**src/rtl/int_ctrl_n.sv**
```systemverilog
`default_nettype none
// ============================================================================
// Module      : int_ctrl_n
// Description : Multi-source interrupt controller. Synchronises N_SRC raw
//               lines, applies per-source mask and level/edge mode, keeps
//               pending state, and arbitrates with fixed priority (lowest
//               index wins). One request at a time goes to the CPU over a
//               req/ack/eoi handshake, together with the source ID and the
//               handler vector.
// Options     : INTC_NEST_EN - when defined, a higher-priority source can
//               preempt a source in service; preempted IDs are stacked and
//               restored on int_eoi. STATUS[9:6] then shows stack depth.
// Ports       : clk        - system clock
//               reset      - asynchronous active-low reset
//               irq_in     - raw asynchronous interrupt lines
//               cfg_we     - register write strobe
//               cfg_addr   - register select (0 MASK, 1 MODE, 2 PENDING,
//                            3 STATUS)
//               cfg_wdata  - register write data
//               cfg_rdata  - register read data (combinational on cfg_addr)
//               int_req    - interrupt request to CPU
//               int_id     - ID of requested/serviced source
//               int_vector - VEC_BASE + 4*int_id
//               int_ack    - CPU took the interrupt (pulse)
//               int_eoi    - end of interrupt (pulse)
// Revision    : 1.0 - initial release
// ============================================================================
module int_ctrl_n #(
  parameter int          N_SRC       = 4,
  parameter int          SYNC_STAGES = 2,
  parameter logic [31:0] VEC_BASE    = 32'h0000_3008,
  parameter int          ID_W        = 4
) (
  input  logic             clk,
  input  logic             reset,
  input  logic [N_SRC-1:0] irq_in,
  input  logic             cfg_we,
  input  logic [1:0]       cfg_addr,
  input  logic [31:0]      cfg_wdata,
  output logic [31:0]      cfg_rdata,
  output logic             int_req,
  output logic [ID_W-1:0]  int_id,
  output logic [31:0]      int_vector,
  input  logic             int_ack,
  input  logic             int_eoi
);

  typedef enum logic [1:0] {
    IDLE    = 2'd0,
    REQ     = 2'd1,
    SERVICE = 2'd2
  } state_t;

  state_t                              state;
  logic [SYNC_STAGES-1:0][N_SRC-1:0]   sync_q;
  logic [N_SRC-1:0]                    sync_s;
  logic [N_SRC-1:0]                    sync_prev;
  logic [N_SRC-1:0]                    edge_pend;
  logic [N_SRC-1:0]                    mask;
  logic [N_SRC-1:0]                    mode;
  logic [N_SRC-1:0]                    pend;
  logic [N_SRC-1:0]                    elig;
  logic [N_SRC-1:0]                    rise;
  logic [N_SRC-1:0]                    clr;
  logic [ID_W-1:0]                     win;
  logic                                ack_take;
  logic [3:0]                          depth4;
  logic                                unused_wdata;

  assign sync_s   = sync_q[SYNC_STAGES-1];
  assign rise     = sync_s & ~sync_prev;
  // Level sources are visible straight from the synchroniser; edge sources
  // come from the latched edge register.
  assign pend     = (edge_pend & mode) | (sync_s & ~mode);
  assign elig     = pend & mask;
  assign ack_take = (state == REQ) && int_ack;
  assign unused_wdata = ^cfg_wdata[31:N_SRC];

  // Lowest set index wins: scan downward so the last hit is the lowest.
  always_comb begin
    win = '0;
    for (int i = N_SRC - 1; i >= 0; i--) begin
      if (elig[i]) win = ID_W'(i);
    end
  end

  always_comb begin
    clr = '0;
    if (cfg_we && cfg_addr == 2'd2) clr = cfg_wdata[N_SRC-1:0];
    for (int i = 0; i < N_SRC; i++) begin
      if (ack_take && int_id == ID_W'(i)) clr[i] = 1'b1;
    end
  end

  // Synchroniser, edge detect, edge-pending and configuration registers.
  // A rising edge beats a simultaneous clear; level-mode bits stay zero here.
  always_ff @(posedge clk or negedge reset) begin
    if (!reset) begin
      sync_q    <= '0;
      sync_prev <= '0;
      edge_pend <= '0;
      mask      <= '0;
      mode      <= '0;
    end else begin
      sync_q    <= {sync_q[SYNC_STAGES-2:0], irq_in};
      sync_prev <= sync_s;
      edge_pend <= mode & ((edge_pend & ~clr) | rise);
      if (cfg_we && cfg_addr == 2'd0) mask <= cfg_wdata[N_SRC-1:0];
      if (cfg_we && cfg_addr == 2'd1) mode <= cfg_wdata[N_SRC-1:0];
    end
  end

`ifdef INTC_NEST_EN
  logic [3:0]      depth;
  logic [ID_W-1:0] stack [16];
  logic            preempt;

  // eoi takes precedence; a waiting higher-priority source is picked up
  // on the following cycle.
  assign preempt = (state == SERVICE) && !int_eoi && (|elig) && (win < int_id);
  assign depth4  = depth;

  always_ff @(posedge clk) begin
    if (preempt) stack[depth] <= int_id;
  end
`else
  assign depth4 = 4'd0;
`endif

  always_ff @(posedge clk or negedge reset) begin
    if (!reset) begin
      state   <= IDLE;
      int_req <= 1'b0;
      int_id  <= '0;
`ifdef INTC_NEST_EN
      depth   <= 4'd0;
`endif
    end else begin
      unique case (state)
        IDLE: begin
          if (|elig) begin
            int_id  <= win;
            int_req <= 1'b1;
            state   <= REQ;
          end
        end
        // int_id stays frozen here: no retraction once requested.
        REQ: begin
          if (int_ack) begin
            int_req <= 1'b0;
            state   <= SERVICE;
          end
        end
        SERVICE: begin
          if (int_eoi) begin
`ifdef INTC_NEST_EN
            if (depth != 4'd0) begin
              int_id <= stack[depth - 4'd1];
              depth  <= depth - 4'd1;
            end else begin
              state  <= IDLE;
            end
`else
            state <= IDLE;
`endif
          end
`ifdef INTC_NEST_EN
          else if (preempt) begin
            depth   <= depth + 4'd1;
            int_id  <= win;
            int_req <= 1'b1;
            state   <= REQ;
          end
`endif
        end
        default: begin
          state   <= IDLE;
          int_req <= 1'b0;
        end
      endcase
    end
  end

  assign int_vector = VEC_BASE + (32'(int_id) << 2);

  always_comb begin
    cfg_rdata = '0;
    unique case (cfg_addr)
      2'd0: cfg_rdata = 32'(mask);
      2'd1: cfg_rdata = 32'(mode);
      2'd2: cfg_rdata = 32'(pend);
      2'd3: cfg_rdata = {22'b0, depth4, state, 4'(int_id)};
      default: cfg_rdata = '0;
    endcase
  end

endmodule
`default_nettype wire
```
**config.mk**
```make
export PLATFORM = sky130hd
export DESIGN_NAME = int_ctrl_n
export DESIGN_NICKNAME = d
export VERILOG_FILES = /design/src/rtl/int_ctrl_n.sv
export SDC_FILE = /design/constraint.sdc
export NUM_CORES = 1
export LEC_CHECK = 0
export ABC_AREA = 1
export CAP_MARGIN = 5
export CORE_MARGIN = 5
export CORE_UTILIZATION = 40
export DETAILED_ROUTE_END_ITERATION = 12
export GPL_TIMING_DRIVEN = 1
export PLACE_DENSITY = 0.95
export SYNTH_ARGS = -nofsm -noshare
export SYNTH_HDL_FRONTEND = slang
export SYNTH_SLANG_ARGS = --single-unit
```
**constraint.sdc**
```tcl
create_clock -name clk -period 2.23 [get_ports clk]
set_input_delay 0.3345 -clock clk [delete_from_list [all_inputs] [get_ports clk]]
set_output_delay 0.3345 -clock clk [all_outputs]
set_load 0.01 [all_outputs]
```
==> summary.md <==
| Metric | Value |
|---|---|
| Min-delay src | `sync_q[2]` |
| Final Slew Violations | `0` |
| Setup Skew | `~8.2 ps` |
| Final layout net count | `approximately 290` |
| Die area | `5890 sq um` |
| Maximum vdd drop | `0.461 mV` |
| Register Area | `about 730 sq um` |
| Highest-delay cell along the critical path | `clkdlybuf4s50_1` |
| Avg WL per Cell | `11.0 um` |
| RR Endpoint | `edge_pend[3]` |
| CP delay by family, top | `buffers and inverters` |
| Row cnt | `24` |
| Dpl ws | `-56.1 ps` |
| Starting density of the core | `about two fifths` |
| Clk_lat worst skew | `290 ps` |
| Grt ovf | `0` |
| Via count | `between 1000 and 1500` |
| Hold Path Cell Cnt | `0` |
| Clock-pin slew on the worst setup and hold paths | `60 ps` |
| Distinct cells, synth | `20` |
| Sequential share of the synthesized area | `between 40% and 50%` |
| Clock root buffer master | `clkbuf_8` |
| Hold_ws | `about 340 ps` |
| Layout cells sized above 1 | `16.0%` |
| Largest net degree at the start of global routing | `30` |
| Synth area leaders | `dfrtp_1 (41%), buf_4 (25%), nand2_1 (7.4%)` |
| Die Wd | `between 70 and 80 um` |
| Routability congestion estimate from global placement | `0.806` |
| Dominant cell type by area after synthesis | `dfrtp_1` |
| Die Ht | `76.7 um` |
| Buffers and inverters on the worst path | `3` |
| Crit-path max FO | `3` |
| Yosys top cell area share | `around 40%` |
| Hold_buf cts | `0` |
| CTS tree | `done` |
| Final worst slack | `149 ps` |
| First-pass detailed-route iteration total | `4` |
| Top_reg_cell synth | `dfrtp_1` |
| Setup violations, final | `0` |
| Clk sinks | `29` |
| Hold Fails Final Rpt | `0` |
| Crit start category | `input pin` |
| CP max stage delay | `~540 ps` |
| R2R depth | `6` |
| Number of global-route vias before repair | `between 1000 and 1500` |
| Via density | `about 4.2` |
| Avg Cell Area, Syn | `~8.5 sq um` |
| CORE AREA | `approximately 4300 sq um` |
| Layout filler cell count | `about 410` |
| N_diodes | `0` |
| Drt first-iter violations | `77` |
| Clock Tree Buf Depth | `2` |
| Yosys warnings | `0` |
| Cts repair resizes | `3` |
| GR Util All Layers | `a little over a tenth` |
| Leading post-synthesis cells by instance count | `buf_4 (59), nand2_1 (35), dfrtp_1 (29), inv_1 (20), nand3_1 (16)` |
| Final Util | `46.3%` |
| Setup Fix Bufs, Post-CTS | `0` |
| Synth Instances | `approximately 210` |
| Critical path required time | `between 1500 and 2000 ps` |
| P_leak | `about 0.0010 uW` |
| ANT nets after route | `0` |
| Crit Path Category | `input pin to output pin` |
| Ys async rst share | `between 90% and 100%` |
| Worst hold endpoint | `sync_s[2]` |
| Hold Path Class | `register to register` |
| FF-to-FF Start | `state[1]` |
| DRC | `0` |
| Multi-input logic area | `726 sq um` |
| Post-Syn Area | `approximately 1800 sq um` |
| RSZ-0062 raised after global routing | `false` |
| Final critical-path share of the clock period | `93.3%` |
| #FFs+latches synth | `29` |
| CP dominant cell by count | `clkdlybuf4s50_1` |
| Critical path depth in cells | `5` |
| I/O pin count | `about 110` |
| Most frequent cell after synthesis | `buf_4` |
| Post-Route Setup TNS | `0 ps` |
| Max_cap viols | `0` |
| Area grow syn2layout | `12.4%` |
| Number of synthesized flops with an enable pin | `0` |
| Status | `completed` |
| FMAX | `480 MHz` |
| Port Buffer Count | `26` |
| TritonCTS Buffers | `5` |
| PwrDens | `between 800 and 900 nW/um^2` |
| Initial antenna violation count | `0` |
| Crit path time final | `around 2100 ps` |
| Total design power | `1670 uW` |
| First-pass GRT wire length | `approximately 5100 um` |
| Placed wire-length estimate | `approximately 2500 um` |
| WP data arrival | `around 1800 ps` |
| H-tree lvl count | `2` |
| Critical Path End Type | `output pin` |
| R2r setup slk | `~1000 ps` |
| Routed WL | `between 3000 and 4000 um` |
| Worst path cell trace | `clkdlybuf4s50_1 > nand2_1 > buf_4 > nor2_1 > clkdlybuf4s50_1` |
-- cell families after synthesis --
family | after synthesis | share of synthesized area, %
other | 2 | 0.422
AND/OR/NAND/NOR | 75 | 22.2
AO/OA/AOI/OAI | 19 | 6.53
buffers and inverters | 84 | 30.1
flip-flops | 29 | 40.7
-- through the flow --
step	instance area, sq um	instances
global route	2000	295
global placement	1900	287
detailed placement	1900	287
floorplan	1990	264
CTS	2000	295
finish	2000	295
-- worst max-delay path by stage --
stage | from | to | slack, ps
final | cfg_addr[1] | cfg_rdata[4] | 150
after global routing | cfg_addr[1] | cfg_rdata[4] | 90
after CTS | cfg_addr[0] | cfg_rdata[2] | 30
after detailed placement | cfg_addr[0] | cfg_rdata[0] | -60
after global placement | cfg_addr[0] | cfg_rdata[0] | -10
after floorplan | int_id[1] | cfg_rdata[1] | 1030
-- layout by cell type (no fill, tap or decap) --
cell type | netlist | routed
inv_2 | 5 | 5
o21ai_1 | 5 | 5
dfrtp_1 | 29 | 29
o22ai_1 | 1 | 1
nor2_1 | 4 | 4
o211ai_1 | 2 | 2
or2_2 | 4 | 4
inv_1 | 20 | 20
a21oi_2 | 2 | 2
nand3_1 | 16 | 16
clkinv_2 | 0 | 1
conb_1 | 2 | 57
o2111ai_1 | 2 | 2
nand3_2 | 5 | 5
dlygate4sd2_1 | 0 | 3
clkbuf_8 | 0 | 7
nor2_4 | 3 | 3
a21oi_1 | 2 | 2
nand2_1 | 35 | 35
dlymetal6s2s_1 | 0 | 2
o21ai_0 | 5 | 5
buf_4 | 59 | 4
nand2_2 | 6 | 6
nand2_4 | 2 | 2
clkdlybuf4s50_1 | 0 | 21
-- report_power, final --
| group | switching, uW | internal, uW | leakage [uW] |
|---|---|---|---|
| Clock | 203 | 278 | 0.0000542 |
| Sequential | 77.2 | 607 | 0.000356 |
| Combinational | 290 | 218 | 0.000635 |
| Total | 571 | 1100 | 0.00105 |
-- worst register-to-register path, cell delays in order (launching register included) --
cell	delay, ps
dfrtp_1	400
inv_1	80
nand2_1	80
nor2_1	240
nand3_1	160
nand3_2	100
a21oi_2	50
-- layout make-up --
| type | count | area share [%] |
|---|---|---|
| tap | 52 | 3.25 |
| sequential | 29 | 36.2 |
| inverter | 25 | 4.68 |
| multi-input combinational | 151 | 36.2 |
| timing repair buffer | 30 | 14.6 |
| clock inverter | 1 | 0.250 |
| clock buffer | 7 | 4.81 |
-- registers in the layout (all words and copies together), names as in the netlist --
| name | flops |
|---|---|
| sync_prev | 4 |
| mode | 4 |
| state | 2 |
| mask | 4 |
| edge_pend | 4 |
| int_req | 1 |
| int_id | 2 |
| sync_s | 4 |
| sync_q | 4 |
-- routing by layer --
layer  GRT usage (%)  part of all wire [%]
met1            12.6                    38
met2            17.7                    48
met3            3.04                    11
met4            5.77                   2.0
met5               0                     0
Power figures use the tool's default switching activity.
